--- src/rtl/uart_rx_8n1.sv ---
// 8N1 UART receiver: 2-FF synchronized input, mid-bit sampling, and a registered
// byte/valid output with framing-error and line-break pulses.
module uart_rx_8n1 #(
    parameter int CLKS_PER_BIT = 434
) (
    input  logic       clk,
    input  logic       reset_n,
    input  logic       uart_rxd,
    input  logic       uart_rx_en,
    output logic [7:0] uart_rx_data,
    output logic       uart_rx_valid,
    output logic       uart_rx_busy,
    output logic       uart_rx_frame_err,
    output logic       uart_rx_break
);
    localparam int HALF = CLKS_PER_BIT / 2;
    localparam int CW   = $clog2(CLKS_PER_BIT);
    localparam logic [CW-1:0] C_HALF = CW'(HALF - 1);
    localparam logic [CW-1:0] C_FULL = CW'(CLKS_PER_BIT - 1);

    typedef enum logic [2:0] {
        S_IDLE, S_START, S_DATA, S_STOP, S_WAIT
    } state_t;

    state_t        r_state, w_next;
    logic [1:0]    r_sync;
    logic [CW-1:0] r_cnt;
    logic [2:0]    r_idx;
    logic [7:0]    r_shift;
    logic [7:0]    r_data;
    logic          r_valid, r_busy, r_ferr, r_brk;
    logic          w_rxs;
    logic          w_smp_start, w_smp_data, w_smp_stop, w_good, w_ferr, w_hold_cnt;

    assign w_rxs = r_sync[1];

    always_ff @(posedge clk or negedge reset_n) begin
        if (!reset_n) r_sync <= 2'b11;
        else          r_sync <= {r_sync[0], uart_rxd};
    end

    always_ff @(posedge clk or negedge reset_n) begin
        if (!reset_n) r_state <= S_IDLE;
        else          r_state <= w_next;
    end

    always_comb begin
        w_next = r_state;
        case (r_state)
            S_IDLE:  if (uart_rx_en && !w_rxs) w_next = S_START;
            S_START: if (r_cnt == C_HALF) w_next = w_rxs ? S_IDLE : S_DATA;
            S_DATA:  if (r_cnt == C_FULL && r_idx == 3'd7) w_next = S_STOP;
            S_STOP:  if (r_cnt == C_FULL) w_next = w_rxs ? S_IDLE : S_WAIT;
            S_WAIT:  if (w_rxs) w_next = S_IDLE;
            default: w_next = S_IDLE;
        endcase
    end

    always_comb begin
        w_smp_start = (r_state == S_START) && (r_cnt == C_HALF);
        w_smp_data  = (r_state == S_DATA)  && (r_cnt == C_FULL);
        w_smp_stop  = (r_state == S_STOP)  && (r_cnt == C_FULL);
        w_good      = w_smp_stop && w_rxs;
        w_ferr      = w_smp_stop && !w_rxs;
        // counters only run inside the timed states and restart at every sample
        w_hold_cnt  = (r_state == S_IDLE) || (r_state == S_WAIT) || (w_next != r_state) ||
                      w_smp_start || w_smp_data || w_smp_stop;
    end

    always_ff @(posedge clk or negedge reset_n) begin
        if (!reset_n) begin
            r_cnt   <= '0;
            r_idx   <= '0;
            r_shift <= '0;
            r_data  <= '0;
            r_valid <= 1'b0;
            r_busy  <= 1'b0;
            r_ferr  <= 1'b0;
            r_brk   <= 1'b0;
        end else begin
            r_cnt <= w_hold_cnt ? '0 : r_cnt + 1'b1;
            if (w_next != r_state) r_idx <= '0;
            else if (w_smp_data)   r_idx <= r_idx + 1'b1;
            if (w_smp_data) r_shift[r_idx] <= w_rxs;
            if (w_good)     r_data <= r_shift;
            r_valid <= w_good;
            r_ferr  <= w_ferr;
            r_brk   <= w_ferr && (r_shift == 8'h00);
            r_busy  <= (w_next != S_IDLE);
        end
    end

    assign uart_rx_data      = r_data;
    assign uart_rx_valid     = r_valid;
    assign uart_rx_busy      = r_busy;
    assign uart_rx_frame_err = r_ferr;
    assign uart_rx_break     = r_brk;
endmodule

--- config.mk ---
export PLATFORM = sky130hd
export DESIGN_NAME = uart_rx_8n1
export DESIGN_NICKNAME = d
export VERILOG_FILES = /design/src/rtl/uart_rx_8n1.sv
export SDC_FILE = /design/constraint.sdc
export NUM_CORES = 1
export LEC_CHECK = 0
export ABC_CLOCK_PERIOD_IN_PS = 5050
export CORE_MARGIN = 1
export CORE_UTILIZATION = 25
export DETAILED_ROUTE_END_ITERATION = 8
export PLACE_DENSITY = 0.45
export SYNTH_ARGS = -nofsm -noshare
export SYNTH_HDL_FRONTEND = slang
export SYNTH_SLANG_ARGS = --single-unit
export TNS_END_PERCENT = 30
--- constraint.sdc ---
create_clock -name clk -period 5.05 [get_ports clk]
set_input_delay 0.505 -clock clk [delete_from_list [all_inputs] [get_ports clk]]
set_output_delay 0.505 -clock clk [all_outputs]
set_load 0.02 [all_outputs]
# After elaboration in Yosys (flattened, before gate mapping)
# Index checks and enable logic that the tools add are counted.
# op_classes
addsub,2
n_mul,0
n_div,0
order_cmp,2
eq_ne,8
shifts,0
n_mux,14
n_bitwise,0
reduce_logical,19
# ops
op,count
3-bit 2-to-1 mux,8
3-bit case mux with 5 select lines,1
9-bit by 1-bit adder with 9-bit output (second input constant),1
9-bit by 8-bit equality test with 1-bit output (second input constant),1
9-bit equality test (second input constant),1
1-bit logical AND,9
9-bit 2-to-1 mux,1
8-bit bitwise mux,1
8-bit logical NOT,1
3-bit by 2-bit equality test with 1-bit output (second input constant),2
3-bit equality test (second input constant),2
1-bit logical OR,5
3-bit by 4-bit less-than comparator with 1-bit output (second input constant),1
3-bit by 1-bit adder with 3-bit output (second input constant),1
1-bit demux with 3-bit select,1
3-bit by 1-bit equality test with 1-bit output (second input constant),1
3-bit by 1-bit greater-or-equal comparator with 1-bit output (second input constant),1
3-bit logical NOT,1
3-bit inequality test,1
3-bit nonzero test,1
2-bit 2-to-1 mux,1
2-bit nonzero test,1
1-bit logical NOT,1
1-bit 2-to-1 mux,1
# totals
reg_bits,37
latchBits,0
ram_bits,0
romBits,0
inputBits,4
out_inout_bits,12
elab_cells,55
mem_count,0

# Logic depth before layout (Yosys ltp)
# Gate-level depths: netlist of run 1.
# logic_depth
ltp_word,10
ltp_mapped,8
ltp_nobuf,6

# Least setup slack after synthesis of run 1
# Ideal clock, no wire load.
# synth_timing
path_type,register to register
startpoint,register r_cnt[1]
endpoint,"register r_data[0], in the netlist uart_rx_data[0]"
setup_time_ns,0.125
t_arrival_ns,1.841
t_required_ns,4.925
slack_ns,3.084
path_stages_with_launch,9
n_path_buf,2
period_less_slack_ns,1.966
cell_sequence,dfrtp_1 inv_1 ha_1 and4b_1 buf_2 nand3_4 or4_4 buf_6 mux2_4
# synth_between
elab_chain_len,3
# synth_lines
item,line_no,rtl
start: declaration,27,logic [CW-1:0] r_cnt;
start signal: assignment,81,r_cnt <= w_hold_cnt ? '0 : r_cnt + 1'b1;
9-bit equality test,62,w_smp_stop = (r_state == S_STOP) && (r_cnt == C_FULL);
1-bit logical AND,62,
1-bit logical AND,63,w_good = w_smp_stop && w_rxs;
end signal: assignment,85,if (w_good) r_data <= r_shift;
end: declaration,30,logic [7:0] r_data;
# No other way between the ends.
# A chain may end at the register's enable or synchronous reset.

# Final worst setup path of run 1
# layout_timing
startpoint,register r_cnt[1]
endpoint,register r_shift[0]
# layout_between
elab_chain_len,2
# layout_lines
item,line_no,rtl
9-bit equality test,61,w_smp_data = (r_state == S_DATA) && (r_cnt == C_FULL);
1-bit logical AND,61,
end signal: indexed assignment,84,if (w_smp_data) r_shift[r_idx] <= w_rxs;
end: declaration,29,logic [7:0] r_shift;
# No other way between the ends.

==> results summary, run 1 <==
The total via count after detailed routing is 1164. The critical path in this run is classified as reg2reg. For the final database, setup skew stands at 0.00279 ns. The shortest period the worst path allows came out at 2.39 ns. The maximum level of the CTS H-tree came out at 2. After detailed placement, the design holds a cell count of 255. The final wirelength came out at 3.25 mm. The clock net sink count came out at 37. The number of DRC violations after detailed routing came out at 0. The final core utilization is 0.308. The finished layout holds 262 standard cells, fillers aside. The estimated wirelength of the detail-placed design came out at 2.29 mm. The clock network latency to the later pin of the worst-skew pair came out at 0.29 ns. After routing the design area is 2100 µm². STA classifies the critical path startpoint as a flop. The synthesized netlist net count is 160. Data arrives at the worst endpoint at 2.57 ns. The type of element capturing the critical path is a flop. After technology mapping, the gate count stands at 151. The detailed router finished its first iteration with 54 violations. After layout, the design draws a total of 554 µW.

The die outline height is 86.1 µm. The most common flop cell mapped by yosys is sky130_fd_sc_hd__dfrtp_1. The maximum clock rate is 418 MHz. In the finished design, the share of the clock period the worst path needs comes to 0.473. The met3 capacity usage during global routing is 0.0433. For the pin with the worst max-slew slack, the measured transition is 0.815 ns. The maximum number of pins on one net before global-route repair is 38. The number of antenna violations at the first check in global routing is 0. The number of clock buffers added by TritonCTS is 5.

In this run the tightest slew margin relative to its limit is 0.457. The global-route wire length before repair came out at 5.74 mm. In this run the power spent charging and discharging nets is 111 µW. Counting flops and latches in the post-synthesis netlist gives 37. The count of standard-cell rows is 30. The leakage power came out at 0.968 nW. The final antenna-violating net count is 0. Buffers inserted to repair hold after CTS numbered 0. TritonCTS built the clock tree. VDD sags by at most 0.000136 V. The area of the core came out at 6790 µm². The cell area after synthesis is 1770 µm². The clock power share is 0.445. Across all setup checks in the final design, the least slack found is 2.66 ns.

The routing layer with the top usage in global route is met2. The total count of hold-check failures in the final report is 0. The number of buffers between clock root and the deepest sink is 2. The total track usage is 0.105. The number of inserted diodes came out at 0.

The unique cell type count in the Yosys netlist is 37. The average size of a mapped cell is 11.7 µm². Dividing the detail-routed wire length by the instance count gives 12.4 µm. The number of port buffers came out at 15. Using the TritonRoute via totals, the vias-per-cell ratio works out to 4.44. Of the total power, the share spent switching nets is 0.201.

The share of total power dissipated in sequential elements is 0.540. In this run the power density over the cells is 265 nW/µm². Measured in cells, the most critical reg-to-reg path has a length of 6. The met1 demand-to-capacity share in global routing came out at 0.122.

The clock-pin slew of the registers on the worst-case setup and hold paths came out at 0.07 ns. At the end of routability-driven placement, the weighted congestion stood at 0.779. The share of total power dissipated in combinational logic is 0.015. After clock tree synthesis, the setup repair step added 0 buffers. The worst hold margin is 0.305 ns. The total die area is 7410 µm². Prior to clock tree synthesis, the placed netlist has a worst setup slack of 2.72 ns. The max-capacitance violation count came out at 0. The detailed-router iteration count before antenna repair came out at 4. The required arrival time at the worst endpoint is 5.23 ns.

The min-delay analysis places its worst path in the category in2async. The startpoint identified for the worst register-to-register timing path is r_cnt[1]$_DFF_PN0_. The internal cell power is 443 µW.

The via count of the first global-routing pass is 1234. The floorplan step set the die width to 86.1 µm. The initial utilization of the core area, before any placement, comes to 0.260. Setup repair after global routing left no endpoint under its margin.

Summed over all failing endpoints, the final setup total negative slack is 0 ns. The met2 global-route usage came out at 0.165. The maximum fanout along the worst path is 11. The post-placement cell area came out at 1990 µm². The fraction of registers with async set or reset after synthesis is 1.00.

In the layout the commonest cells are 35 x sky130_fd_sc_hd__dfrtp_1, 15 x sky130_fd_sc_hd__nor2_1, 14 x sky130_fd_sc_hd__clkdlybuf4s50_1. The synthesis-to-finish area growth came out at 18.6%. Clock tree synthesis selected as its root buffer the cell sky130_fd_sc_hd__clkbuf_8.

After clock tree synthesis, the repair step resized 0 gates. For this run, the register share of the synthesized area comes to 0.525. Global routing finished with a remaining overflow of 0. The number of synthesis warnings came out at 0. The max-slew violation total from the final report was 0. The number of flops mapped to enable cells by yosys is 0. The library cell used most frequently in the layout, excluding fill and tap cells, is sky130_fd_sc_hd__dfrtp_1. The share of cells above drive strength 1 is 0.187. The final setup violation count is 0. The layout filler cell count is 691. 16 I/O pins were placed. The number of nets at the end of the flow came out at 175. In this run the worst setup path begins at r_cnt[1]$_DFF_PN0_. The run finished with clean final reports.
[power groups by stage]
stage | registers [mW] | logic (mW) | clock network (mW)
global route | 0.299 | 0.0101 | 0.271
floorplan | 0.304 | 0.00152 | 0
CTS | 0.299 | 0.00910 | 0.258
global placement | 0.305 | 0.00888 | 0
detailed placement | 0.305 | 0.00908 | 0
finish | 0.299 | 0.00837 | 0.247
[path summary, 6_finish.rpt]
kind	end	slack, ns
setup / recovery	r_shift[0]$_DFFE_PN0P_	2.66
hold reg to reg	r_sync[1]$_DFF_PN1_	0.36
setup reg to reg	r_shift[0]$_DFFE_PN0P_	2.66
hold / removal	uart_rx_break$_DFF_PN0_	0.30
min in group clk	r_sync[1]$_DFF_PN1_	0.36
max in group asynchronous	r_cnt[4]$_DFF_PN0_	4.23
[final cells by class]
cell class	count	area (µm²)	share of cell area
Sequential cell	37	928	0.443
Multi-Input combinational cell	99	768	0.367
Timing Repair Buffer	15	145	0.0693
Tap cell	96	120	0.0573
Clock buffer	5	68.8	0.0328
Clock inverter	2	35.0	0.0167
Inverter	8	30.0	0.0143
[synth_stat cells (2+ instances only)]
master | number | area, µm²
sky130_fd_sc_hd__xor2_1 | 3 | 26.3
sky130_fd_sc_hd__nor4_1 | 6 | 37.5
sky130_fd_sc_hd__nand4_1 | 5 | 31.3
sky130_fd_sc_hd__mux2_2 | 8 | 90.1
sky130_fd_sc_hd__nor3_1 | 8 | 40.0
sky130_fd_sc_hd__mux2i_1 | 2 | 20.0
sky130_fd_sc_hd__ha_1 | 5 | 62.6
sky130_fd_sc_hd__nand3_1 | 6 | 30.0
sky130_fd_sc_hd__nand2_1 | 8 | 30.0
sky130_fd_sc_hd__buf_2 | 2 | 10.0
sky130_fd_sc_hd__inv_1 | 8 | 30.0
sky130_fd_sc_hd__dfstp_2 | 2 | 52.6
sky130_fd_sc_hd__nor3b_1 | 2 | 15.0
sky130_fd_sc_hd__xnor2_1 | 5 | 43.8
sky130_fd_sc_hd__mux2_4 | 8 | 120
sky130_fd_sc_hd__dfrtp_1 | 35 | 876
sky130_fd_sc_hd__clkbuf_1 | 3 | 11.3
sky130_fd_sc_hd__nor2b_1 | 2 | 12.5
sky130_fd_sc_hd__nor2_1 | 15 | 56.3
[layer usage]
metal  up-vias  share of wire  wire [µm]
li1        560              -          -
met1       577           0.46       1500
met2        21           0.48       1550
met3         6          0.042        136
met4         0          0.021         68
met5         -              0          0
[worst max-delay path, stage by stage, from the launching register on]
cell	delay, ns
sky130_fd_sc_hd__dfrtp_1	0.41
sky130_fd_sc_hd__inv_1	0.09
sky130_fd_sc_hd__ha_1	0.13
sky130_fd_sc_hd__and4b_1	0.37
sky130_fd_sc_hd__nand4_1	0.47
sky130_fd_sc_hd__nor4_1	0.42
sky130_fd_sc_hd__mux2_2	0.37
[state kept, by name, summed over array words and instances, names as in the netlist]
name               cells
uart_rx_break          1
uart_rx_valid          1
uart_rx_data           8
uart_rx_frame_err      1
r_idx                  3
r_state                3
r_shift                8
uart_rx_busy           1
r_sync                 2
r_cnt                  9
[kinds of logic (layout without fill, tap and decap cells)]
kind of cell | count (synthesis) | in the layout | share of synthesized area
adders and majority gates | 5 | 5 | 0.0354
AOI/OAI and AO/OA | 7 | 7 | 0.0298
and+or+nand+nor | 61 | 61 | 0.200
buffers and inverters | 15 | 30 | 0.0397
xor gates and xnor gates | 8 | 8 | 0.0397
muxes | 18 | 18 | 0.130
DFF | 37 | 37 | 0.525
(Power assumes the default switching activity.)
==> run 2: changes to the inputs <==
--- a/config.mk
+++ b/config.mk
@@ -5,7 +5,7 @@
 export SDC_FILE = /design/constraint.sdc
 export NUM_CORES = 1
 export LEC_CHECK = 0
-export ABC_CLOCK_PERIOD_IN_PS = 5050
+export ABC_CLOCK_PERIOD_IN_PS = 2400
 export CORE_MARGIN = 1
 export CORE_UTILIZATION = 25
 export DETAILED_ROUTE_END_ITERATION = 8
==> constraint.sdc (replaced) <==
create_clock -name clk -period 2.4 [get_ports clk]
set_input_delay 0.24 -clock clk [delete_from_list [all_inputs] [get_ports clk]]
set_output_delay 0.24 -clock clk [all_outputs]
set_load 0.02 [all_outputs]
==> run 2 against run 1 <==
Flip-flop and latch count unchanged. Combinational power grew 110%. Count of clock-buffer cells in the layout grew 1. Sequential share of layout area shrank 0.50 points. Register-to-register slack got worse by 2.4 ns. Hold slack lost 0.26 ns. Final cell count grew 0.76%. Global-route usage shrank 0.78 points.
==> results summary, run 2 (synthesized netlist as in run 1, its figures left out) <==
The TritonCTS clock tree is done. The final setup violation count is 0 (unchanged). Traced cell by cell, the critical path runs through inv_1, ha_1, and4b_1, a311oi_1, o21bai_1, or4b_2. The tree is rooted in a sky130_fd_sc_hd__clkbuf_8. The detailed-router iteration count before antenna repair came to 4 (unchanged). The post-cts hold buffer count is 0 (unchanged).

The number of placed I/O pins is 16 (unchanged). The number of port buffers came to 15 (unchanged). The run finished with clean final reports.

The number of buffers created by CTS is 5 (unchanged). The via count of the first global-routing pass was 1150 (-6.8%). The share of cells above drive strength 1 came out at 0.196 (+0.00968).

The worst-margin pin slew came to 0.831 ns (+0.0160 ns). The setup path with the least slack is of type reg2reg. The final antenna-violating net count came to 0 (unchanged).

The area of the core came out at 6790 µm² (unchanged). The cell at the slowest stage of the critical path is sky130_fd_sc_hd__or4b_2. The number of nets at the end of the flow came out at 176 (+0.57%). The final wirelength is 3.17 mm (-2.3%). Leaving out fill and tap cells, the most frequent cell in the layout is sky130_fd_sc_hd__dfrtp_1.

The global-route wire length before repair came out at 5.40 mm (-6.0%). The remaining global-route overflow was 0 (unchanged). The overall power came to 1.21 mW (+120%).

The worst path buffer plus inverter count came out at 1 (unchanged). The worst register-to-register path begins at r_cnt[1]$_DFF_PN0_. The worst setup path is launched from a flop. The effective utilization at floorplan is 0.260 (unchanged). The max-slew violation total from the final report came out at 0 (unchanged). The instance count after placement with tap cells included came out at 256 (+0.39%). The clock network latency to the later pin of the worst-skew pair was 0.29 ns (about the same). The overall die width came out at 86.1 µm (unchanged).

The delay of the slowest cell on the worst path came out at 0.64 ns (+0.17 ns). Leaving out fill and tap cells, the most frequent cells in the layout are 35 x sky130_fd_sc_hd__dfrtp_1, 15 x sky130_fd_sc_hd__nor2_1, 14 x sky130_fd_sc_hd__clkdlybuf4s50_1. The post-cts gate resize count came to 0 (unchanged). The endpoint identified for the worst register-to-register timing path is uart_rx_busy$_DFF_PN0_.

The total count of hold-check failures in the final report came out at 0 (unchanged). The setup TNS is 0 ns (unchanged). The post-CTS setup buffer count is 0 (unchanged).

The leakage power was 0.975 nW (+0.78%). The ratio of final minimum period to clock period is 0.880 (+0.407). The die outline height is 86.1 µm (unchanged).

The clock tree skew after final layout came to 0.00439 ns (+0.00159 ns). The total die area is 7410 µm² (unchanged). The number of antenna violations at the first check in global routing is 0 (unchanged). The number of inserted diodes came out at 0 (unchanged). The number of DRC violations after detailed routing came out at 0 (unchanged).

In this run the worst hold path is classified as in2async. More flip-flops sit in one register than any other, and that register is r_cnt. The average detailed-routed wire length per instance came out at 12.0 µm (-3.0%).

The maximum fanout along the worst path was 6 (-5). The worst reg2reg path depth came out at 6 (unchanged). Setup repair after global routing left no endpoint under its margin. The maximum clock rate came to 473 MHz (+13%). The max-capacitance violation count was 0 (unchanged). Grouping stages by cell kind, the critical path spends the most delay in simple AND/OR/NAND/NOR gates. The total track usage came out at 0.0968 (-0.00778). The estimated wirelength of the detail-placed design is 2.25 mm (-1.4%).

The count of standard-cell rows came out at 30 (unchanged). The worst path arrival time came out at 2.27 ns (-0.30 ns). The clock net sink count came to 37 (unchanged). The flip-flop count of the largest register after layout is 9 (unchanged).

The max-slew headroom at the worst pin is 0.446 (-0.0106). The shortest period the worst path allows is 2.11 ns (-0.277 ns). The number of buffers between clock root and the deepest sink is 2 (unchanged). The required arrival time at the worst endpoint came out at 2.55 ns (-2.68 ns).

The layout filler cell count came out at 694 (+0.43%). The number of standard cells in the final layout excluding fillers is 264 (+0.76%). The maximum level of the CTS H-tree came out at 2 (unchanged). The maximum number of pins on one net before global-route repair is 38 (unchanged).

The power per unit of standard cell area was 571 nW/µm² (+120%). The synthesis-to-finish area growth is 20.0%. The worst hold margin came to 0.0438 ns (-0.261 ns). The reg-to-reg setup timing slack came out at 0.29 ns (-2.37 ns).

The type of element capturing the critical path is a flop. The via density per instance is 4.39 (-1.3%). The clock-pin slew of the registers on the worst-case setup and hold paths came out at 0.07 ns (about the same).

The final weighted congestion of routability-driven global placement came out at 0.796 (+2.2%). The total via count after detailed routing is 1158 (-0.52%). The initial DRC count came to 50 (-7.4%). The maximum resistive drop on vdd is 0.000263 V (+94%).
run 2: cell count changes in the layout (fill, tap and decap cells not counted):
cell / before / now
sky130_fd_sc_hd__clkinvlp_4: 0 / 1
sky130_fd_sc_hd__clkbuf_8: 5 / 6
sky130_fd_sc_hd__clkinv_2: 1 / 0
sky130_fd_sc_hd__buf_4: 0 / 1
run 2: layer usage:
layer	vias up	wire length, µm	track usage	part of all wire
li1	562	-	-	-
met1	564	1480	0.113	0.47
met2	25	1500	0.153	0.47
met3	7	113	0.0318	0.036
met4	0	80	0.0621	0.025
met5	-	0	0	0
run 2: how the worst max path moves through the flow:
stage,from,to,depth (start not counted)
after floorplan,r_cnt[1]$_DFF_PN0_,uart_rx_data[0]$_DFFE_PN0P_,8
after global placement,r_cnt[1]$_DFF_PN0_,r_shift[5]$_DFFE_PN0P_,7
after detailed placement,r_cnt[1]$_DFF_PN0_,uart_rx_data[1]$_DFFE_PN0P_,6
after CTS,r_cnt[1]$_DFF_PN0_,r_shift[5]$_DFFE_PN0P_,7
after global routing,r_cnt[1]$_DFF_PN0_,uart_rx_busy$_DFF_PN0_,6
final,r_cnt[1]$_DFF_PN0_,uart_rx_busy$_DFF_PN0_,6
run 2: cell type report:
cell class                      instances  area [µm²]  area share
Sequential cell                        37         928       0.438
Multi-Input combinational cell         99         768       0.362
Timing Repair Buffer                   16         153      0.0720
Clock inverter                          2        37.5      0.0177
Inverter                                8        30.0      0.0142
Clock buffer                            6        82.6      0.0390
Tap cell                               96         120      0.0567
run 2: report_power, final:
group	total (mW)	switching (mW)	internal, mW
Sequential	0.630	0.00330	0.626
Clock	0.563	0.225	0.338
Combinational	0.0177	0.0138	0.00396
run 2: metrics by stage:
stage                util  setup WS (ns)  instance area (µm²)
floorplan               -          0.434                 1770
global placement    0.294          0.278                 2000
detailed placement  0.294          0.296                 2000
CTS                 0.312          0.273                 2120
global route        0.312          0.160                 2120
finish              0.312          0.287                 2120
